[src/rtl/capture32.sv]
// capture32: 32-bit input-capture unit timing edge-to-edge intervals in prescaled ticks.
// Define CAPTURE32_SYNC_EN to pass CAPIN through a 2-flop synchronizer first.
module capture32 (
    input  logic        clk,
    input  logic        rst_n,
    input  logic        CAPIN,
    input  logic [31:0] PRE,
    input  logic [1:0]  MODE,
    input  logic        CAPEN,
    input  logic        CAPDONECLR,
    input  logic        CAPOVCLR,
    output logic [31:0] CAP,
    output logic        CAPDONE,
    output logic        CAPOVR,
    output logic        CAPOV
);
    typedef enum logic [1:0] {IDLE, ARM, MEAS} state_t;
    state_t      r_state, w_state_nxt;
    logic        r_prev, r_done, r_ovr, r_ov;
    logic        w_s, w_rise, w_fall, w_start, w_end, w_tick, w_max, w_cap, w_ov;
    logic [31:0] r_cnt, r_clkdiv, r_cap, w_cnt_nxt, w_clkdiv_nxt, w_cnt_inc;
`ifdef CAPTURE32_SYNC_EN
    logic [1:0]  r_sync;
    always_ff @(posedge clk or negedge rst_n)
        if (!rst_n) r_sync <= '0;
        else r_sync <= {r_sync[0], CAPIN};
    assign w_s = r_sync[1];
`else
    assign w_s = CAPIN;
`endif
    assign w_rise    = w_s & ~r_prev;
    assign w_fall    = ~w_s & r_prev;
    // period modes share one edge; width modes end on the opposite edge
    assign w_start   = MODE[0] ? w_fall : w_rise;
    assign w_end     = (MODE[1] ^ MODE[0]) ? w_fall : w_rise;
    assign w_tick    = (r_clkdiv == PRE);
    assign w_max     = &r_cnt;
    assign w_cnt_inc = w_max ? r_cnt : r_cnt + 32'd1;
    assign w_cap     = CAPEN && (r_state == MEAS) && w_end;
    assign w_ov      = CAPEN && (r_state == MEAS) && w_tick && w_max;
    always_comb begin
        w_state_nxt  = IDLE;
        w_cnt_nxt    = '0;
        w_clkdiv_nxt = '0;
        if (CAPEN) begin
            case (r_state)
                IDLE:    w_state_nxt = ARM;
                ARM:     w_state_nxt = w_start ? MEAS : ARM;
                MEAS: begin
                    w_state_nxt = (w_end && MODE[1]) ? ARM : MEAS;
                    if (!w_end) begin
                        w_cnt_nxt    = w_tick ? w_cnt_inc : r_cnt;
                        w_clkdiv_nxt = w_tick ? 32'd0 : r_clkdiv + 32'd1;
                    end
                end
                default: w_state_nxt = IDLE;
            endcase
        end
    end
    always_ff @(posedge clk or negedge rst_n)
        if (!rst_n) begin
            r_state  <= IDLE;
            r_cnt    <= '0;
            r_clkdiv <= '0;
            r_prev   <= 1'b0;
            r_cap    <= '0;
            r_done   <= 1'b0;
            r_ovr    <= 1'b0;
            r_ov     <= 1'b0;
        end else begin
            r_state  <= w_state_nxt;
            r_cnt    <= w_cnt_nxt;
            r_clkdiv <= w_clkdiv_nxt;
            r_prev   <= w_s;
            if (w_cap) r_cap <= w_tick ? w_cnt_inc : r_cnt;
            r_done   <= !CAPDONECLR && (r_done || w_cap);
            r_ovr    <= !CAPDONECLR && (r_ovr || (w_cap && r_done));
            r_ov     <= !CAPOVCLR && (r_ov || w_ov);
        end
    assign CAP     = r_cap;
    assign CAPDONE = r_done;
    assign CAPOVR  = r_ovr;
    assign CAPOV   = r_ov;
endmodule
[config.mk]
export PLATFORM = sky130hd
export DESIGN_NAME = capture32
export DESIGN_NICKNAME = d
export VERILOG_FILES = /design/src/rtl/capture32.sv
export SDC_FILE = /design/constraint.sdc
export NUM_CORES = 1
export LEC_CHECK = 0
export CORE_ASPECT_RATIO = 0.5
export CORE_UTILIZATION = 30
export CTS_CLUSTER_SIZE = 24
export DETAILED_ROUTE_END_ITERATION = 16
export GPL_ROUTABILITY_DRIVEN = 0
export GPL_TIMING_DRIVEN = 1
export HOLD_SLACK_MARGIN = 0.03
export REMOVE_ABC_BUFFERS = 1
export SLEW_MARGIN = 20
export SYNTH_ARGS = -nofsm -noshare
export SYNTH_HDL_FRONTEND = slang
export SYNTH_SLANG_ARGS = --single-unit
[constraint.sdc]
create_clock -name clk -period 2.19 [get_ports clk]
set_input_delay 0.657 -clock clk [delete_from_list [all_inputs] [get_ports clk]]
set_output_delay 0.657 -clock clk [all_outputs]
set_load 0.02 [all_outputs]
==> results.toml, run 1 <==
[yosys]
synth.most_common_cell = "dfrtp_1"
syn_avg_cell_area_sq_um = 9.30
ys.flop_type = "dfrtp_1"
synth_cells = 566
yosysTopAreaCellShare_pct = 48.5
synth.distinct_cells = 41
synth_edf_count = 0
synth_top_cell_by_area = "dfrtp_1"
synth_common_cells = "dfrtp_1, nor2_1, xor2_1, a21oi_1, nand2_1"
seq_area_frac_synth_pct = 48.5
synthesis.area_sq_um = 5260
yosysWarnings = 0
yosys-top-cells-area = "dfrtp_1, xor2_1, nor2_1"
ys_seq_elements = 102
ys_async_sr_fraction_pct = 100

[critical_path]
slowest_stage = "o31ai_1"
cpPeakStageDelay_ns = 0.47
worstSetupEndpointType = "flop"
path_max_fanout = 5
r2r_end = "CAP[2]"
r2r-start = "r_clkdiv[15]"
regToRegSetupSlack_ns = -0.36
worstSetupPathType = "input port to flop"
cp.arrival_ns = 2.77
reg2reg_depth = 8
required_ns = 2.40
cp-start-kind = "input port"
crit_chain = "buf_6, xor2_1, nor4_2, nand4_1, or2_4, buf_16, buf_8, o31ai_1, a31oi_4"

[cts]
clock_sinks = 102
cts_buffers = 9
clk_pin_slew_ns = 0.07
cts-root-buf = "clkbuf_16"
cts_tree = "done"
clock_latency_ns = 0.35
h-tree-depth = 3
clk_path_buf_depth = 2

[detailed_routing]
finalWirelength_microns = 15600
drtIter0Drc = 336
num_vias = 4774
firstDrtPassIters = 5
detail-route-antenna-nets = 0
drc = 0
wl_per_cell_microns = 16.5
vias_per_cell = 5.06

[die]
core_sq_um = 16800
die_x_microns = 189
die_height_microns = 95.7
placementRows = 33
start_util_pct = 31.4
die-area_sq_um = 18100
top_level_ports = 75

[global_routing]
grt_max_degree = 41
antenna_found_initial = 0
grt_usage_pct = 17.4
grt_pass1_wl_microns = 24400
grt_pass1_vias = 4680
grt.overflow.total = 0

[placement]
place.port_buffers = 74
dpl_worst_slack_ns = -1.04
dp_hpwl_microns = 9660

[layout]
diodes = 0
syn2layout_area_growth_pct = 51.4
drive_gt1_share_pct = 31.1
nNetsFinal = 753

[timing]
relSlewSlack_pct = 59.8
fin_crit_sh_pct = 117
fin_crit_ns = 2.56
whs_ns = 0.238
worst_slew_pin_slew_ns = 0.601
skew_ns = 0.0143
rsz0062_at_grt = "true"
fmax_mhz = 390
fin_ws_ns = -0.373
maxSlewViolCount = 0
finalHoldViolations = 0
finalSetupViolCount = 96

[pwr]
irDropWorstVdd_v = 0.000371
cellPowerDensity_nw_per_um2 = 592
p_leak_nw = 3.20

[min_path]
hp-class = "input port to async pin"

[run_status]
status = "complete, but fails checks"
violations = "setup timing"

[run]
maxCapViolations = 0
==> routing by layer <==
layer	up-vias	routed length, microns	global-route usage (%)	part of all wire, %
met1	2340	7420	23.0	48
li1	2333	-	-	-
met2	92	7390	29.5	47
met4	0	85	3.16	0.55
met3	9	693	3.90	4.4
met5	-	0	0	0
==> per-stage QoR <==
step / cells / utilization, % / power [mW] / cell area, sq um / TNS [ns]
after floorplan: 542 / - / 2.55 / 5150 / -76.24
after global placement: 912 / 40.4 / 3.08 / 6770 / -85.52
after detailed placement: 912 / 40.4 / 3.09 / 6770 / -82.44
after CTS: 941 / 46.2 / 4.73 / 7750 / -19.34
after global routing: 943 / 47.6 / 4.92 / 7970 / -21.89
final: 943 / 47.6 / 4.72 / 7970 / -16.00
==> report_power, final <==
group	internal, mW	switching, mW	leakage (nW)	total (mW)
clock network	0.836	0.797	0.149	1.63
registers	2.04	0.107	1.39	2.15
logic	0.457	0.476	1.66	0.934
total	3.34	1.38	3.20	4.72
==> cell usage in the layout (no fill, tap or decap), types with 12 or more instances in the layout <==
cell	count
nor2_1	80
dfrtp_1	102
and3_1	12
or3_4	20
nand4_1	24
buf_4	62
a31oi_1	28
clkdlybuf4s50_1	41
nand3_1	28
nand2_1	32
xor2_1	46
a21oi_2	29
==> what timing repair did <==
item | in CTS | in global routing
pin swaps | 107 | 54
hold buffers | 0 | 0
cloned | 9 | 0
gates resized for setup | 150 | 80
endpoints found under the setup margin | 97 | 97
setup buffers | 7 | 4
==> cell families after synthesis <==
family                   after synthesis  synth area share [%]
adder cells (fa/ha/maj)                2                 0.475
flip-flops                           102                  48.5
AND/OR/NAND/NOR                      250                  24.7
multiplexers                           3                 0.594
buffers and inverters                 35                  3.02
XOR/XNOR                              63                  10.5
AO/OA/AOI/OAI                        111                  12.2
==> sequential cells by signal, summed over array words and instances, names as in the netlist <==
register  cells
CAPDONE       1
CAPOV         1
r_prev        1
r_clkdiv     32
CAPOVR        1
CAP          32
r_cnt        32
r_state       2
==> worst max path at each step <==
stage | endpoint | cells after the start | slack [ns] | startpoint
after global routing | CAP[2] | 8 | -0.46 | r_clkdiv[9]
final | CAP[2] | 9 | -0.37 | PRE[9]
after global placement | CAP[13] | 8 | -1.04 | PRE[15]
after CTS | CAP[8] | 8 | -0.40 | r_clkdiv[14]
after detailed placement | r_cnt[3] | 8 | -1.04 | PRE[15]
after floorplan | CAP[29] | 5 | -1.50 | MODE[0]
==> worst max-delay path: cells and delay by family <==
| kind | cells | cell delay [ns] |
|---|---|---|
| compound gates | 2 | 0.62 |
| xor+xnor | 1 | 0.16 |
| buf+inv | 3 | 0.37 |
| simple gates | 3 | 0.96 |
==> layout make-up <==
| class | count | area (sq um) |
|---|---|---|
| Tap cell | 227 | 284 |
| Inverter | 11 | 41.3 |
| Clock inverter | 6 | 62.6 |
| Multi-Input combinational cell | 429 | 3200 |
| Clock buffer | 10 | 239 |
| Sequential cell | 102 | 2550 |
| Timing Repair Buffer | 158 | 1590 |
| Fill cell | 1529 | 8790 |
Power figures use the tool's default switching activity.
==> inputs of run 2 (changes only) <==
--- a/config.mk
+++ b/config.mk
@@ -6,12 +6,13 @@
 export NUM_CORES = 1
 export LEC_CHECK = 0
 export CORE_ASPECT_RATIO = 0.5
-export CORE_UTILIZATION = 30
+export CORE_UTILIZATION = 59
 export CTS_CLUSTER_SIZE = 24
 export DETAILED_ROUTE_END_ITERATION = 16
 export GPL_ROUTABILITY_DRIVEN = 0
 export GPL_TIMING_DRIVEN = 1
 export HOLD_SLACK_MARGIN = 0.03
+export PLACE_DENSITY = 0.85
 export REMOVE_ABC_BUFFERS = 1
 export SLEW_MARGIN = 20
 export SYNTH_ARGS = -nofsm -noshare
==> constraint.sdc (replaced) <==
create_clock -name clk -period 3.04 [get_ports clk]
set_input_delay 0.912 -clock clk [delete_from_list [all_inputs] [get_ports clk]]
set_output_delay 0.912 -clock clk [all_outputs]
set_load 0.02 [all_outputs]
==> run 2 against run 1 <==
Net effect: the flow now finishes without violations; sequential power shrank 28%; routed wire length fell by 9.3%; global-route usage increased by 12 points; setup slack better by 0.42 ns; largest cell class unchanged.
==> results.toml, run 2 (same netlist as run 1, synthesis figures left out) <==
[run_status]
status = "completed"

[die]
die_x_microns = 136
placementRows = 23
die_height_microns = 68.8
start_util_pct = 63.3
core_sq_um = 8320
die-area_sq_um = 9330
top_level_ports = 75

[placement]
dp.cells = 746
place.port_buffers = 74
dpl_worst_slack_ns = -0.392
dp_hpwl_microns = 8880

[global_routing]
grt_pass1_vias = 4482
grt_max_degree = 49
grt.overflow.total = 0
grt_pass1_wl_microns = 20600
grt_usage_pct = 29.0
antenna_found_initial = 0

[pwr]
seqPwrFrac_pct = 45.7
cellPowerDensity_nw_per_um2 = 496
switchingPower_mw = 0.885
p_leak_nw = 2.87
p_int_mw = 2.49
irDropWorstVdd_v = 0.000493
clockPowerShare_pct = 35.3
swShare_pct = 26.2
pwr-share-comb_pct = 19.0

[layout]
syn2layout_area_growth_pct = 29.4
mostFrequentLayoutCells = "dfrtp_1, nor2_1, xor2_1, clkdlybuf4s50_1, a21oi_1"
final_cells = 766
nNetsFinal = 692
nFillCells = 516
drive_gt1_share_pct = 10.7
seq_area_sq_um = 2550
final_common_cell = "dfrtp_1"
diodes = 0
multi_input_area_sq_um = 2680

[critical_path]
cp.arrival_ns = 3.20
cp-start-kind = "input port"
path_max_fanout = 12
required_ns = 3.25
worstSetupEndpointType = "flop"
worstSetupPathType = "input port to flop"

[timing]
finalHoldViolations = 0
worst_slew_pin_slew_ns = 0.685
fin_ws_ns = 0.0507
fin_crit_sh_pct = 98.3
maxSlewViolCount = 0
relSlewSlack_pct = 53.9
skew_ns = 0.00845
fmax_mhz = 335
fin_crit_ns = 2.99
finalSetupViolCount = 0

[detailed_routing]
drtIter0Drc = 385
firstDrtPassIters = 5
vias_per_cell = 6.28
drc = 0
num_vias = 4808
finalWirelength_microns = 14100
detail-route-antenna-nets = 0
wl_per_cell_microns = 18.5

[cts]
clk_path_buf_depth = 2
cts-root-buf = "clkbuf_16"
cts_tree = "done"
clock_sinks = 102
cts_buffers = 9
h-tree-depth = 3
clock_latency_ns = 0.35
clk_pin_slew_ns = 0.07

[run]
maxCapViolations = 0

[min_path]
hp-class = "flop to flop"
run 2: cell count changes in the layout (fill, tap and decap cells not counted), moves of 8 or more:
cell             delta
a21oi_1            +26
a21oi_2            -26
buf_4              -47
clkbuf_2           -11
clkdlybuf4s15_1     -9
clkdlybuf4s50_1    +10
dlymetal6s2s_1     +22
o21ai_0            +15
o21ai_1             -8
o31ai_4             -8
or3_1              +18
or3_4              -18
run 2: worst paths after layout:
path / from / end / slack, ns / cells past startpoint
max: PRE[27] / CAP[3] / 0.05 / 9
min: CAPOVR / CAPOVR / 0.52 / 2
max reg2reg: r_cnt[19] / CAP[1] / 0.49 / 6
min reg2reg: CAPOVR / CAPOVR / 0.52 / 2
max in group asynchronous: rst_n / r_cnt[22] / 1.86 / 2
min in group asynchronous: rst_n / r_clkdiv[10] / 0.55 / 1
run 2: routing by layer:
metal	vias to the layer above	track usage [%]	wire length, microns	share of wire (%)
met5	-	0	0	0
met3	28	6.65	1230	8.7
li1	2207	-	-	-
met4	0	9.97	265	1.9
met2	231	51.1	6740	48
met1	2342	36.0	5910	42
run 2: critical path, stage by stage:
cell and delay [ns]:
clkdlybuf4s50_1 0.43, xor2_1 0.18, nor4_1 0.25, nand4_1 0.22
or2_4 0.36, clkbuf_16 0.19, buf_4 0.14, o31ai_1 0.38
a31oi_1 0.14
run 2: what timing repair did:
item | in CTS | in global routing
resized for setup | 2 | 45
buffers inserted | 0 | 1
hold buffers | 0 | 0
pin swaps | 3 | 21
endpoints found under the setup margin | 12 | 28
cloned | 0 | 4
run 2: power groups by stage:
stage / registers (mW) / logic, mW / clock network (mW)
floorplan: 1.70 / 0.140 / 0
global placement: 1.56 / 0.628 / 0
detailed placement: 1.57 / 0.640 / 0
CTS: 1.54 / 0.646 / 1.20
global route: 1.55 / 0.689 / 1.26
finish: 1.54 / 0.643 / 1.19
run 2: layout make-up:
cell class,count,area share (%)
Clock buffer,12,3.91
Clock inverter,3,0.625
Inverter,11,0.606
Sequential cell,102,37.5
Tap cell,112,2.06
Multi-Input combinational cell,429,39.4
Timing Repair Buffer,97,15.9
run 2: metrics by stage:
step | hold WS [ns] | total power, mW | TNS, ns | cell area, sq um | util, %
3_5_place_dp | 0.505 | 2.21 | -17.33 | 6230 | 74.9
2_1_floorplan | 0.490 | 1.84 | -28.71 | 5150 | -
5_1_grt | 0.551 | 3.50 | -0.175 | 6810 | 81.9
6_report | 0.524 | 3.38 | 0 | 6810 | 81.9
4_1_cts | 0.525 | 3.39 | 0 | 6550 | 78.7
3_3_place_gp | 0.485 | 2.19 | -11.38 | 6230 | 74.9
==> inputs of run 3 (changes only) <==
--- a/config.mk
+++ b/config.mk
@@ -9,7 +9,6 @@
 export CORE_UTILIZATION = 59
 export CTS_CLUSTER_SIZE = 24
 export DETAILED_ROUTE_END_ITERATION = 16
-export GPL_ROUTABILITY_DRIVEN = 0
 export GPL_TIMING_DRIVEN = 1
 export HOLD_SLACK_MARGIN = 0.03
 export PLACE_DENSITY = 0.85
==> results of run 3 <==
Final layout, timing and power as in run 2 (identical DEF).
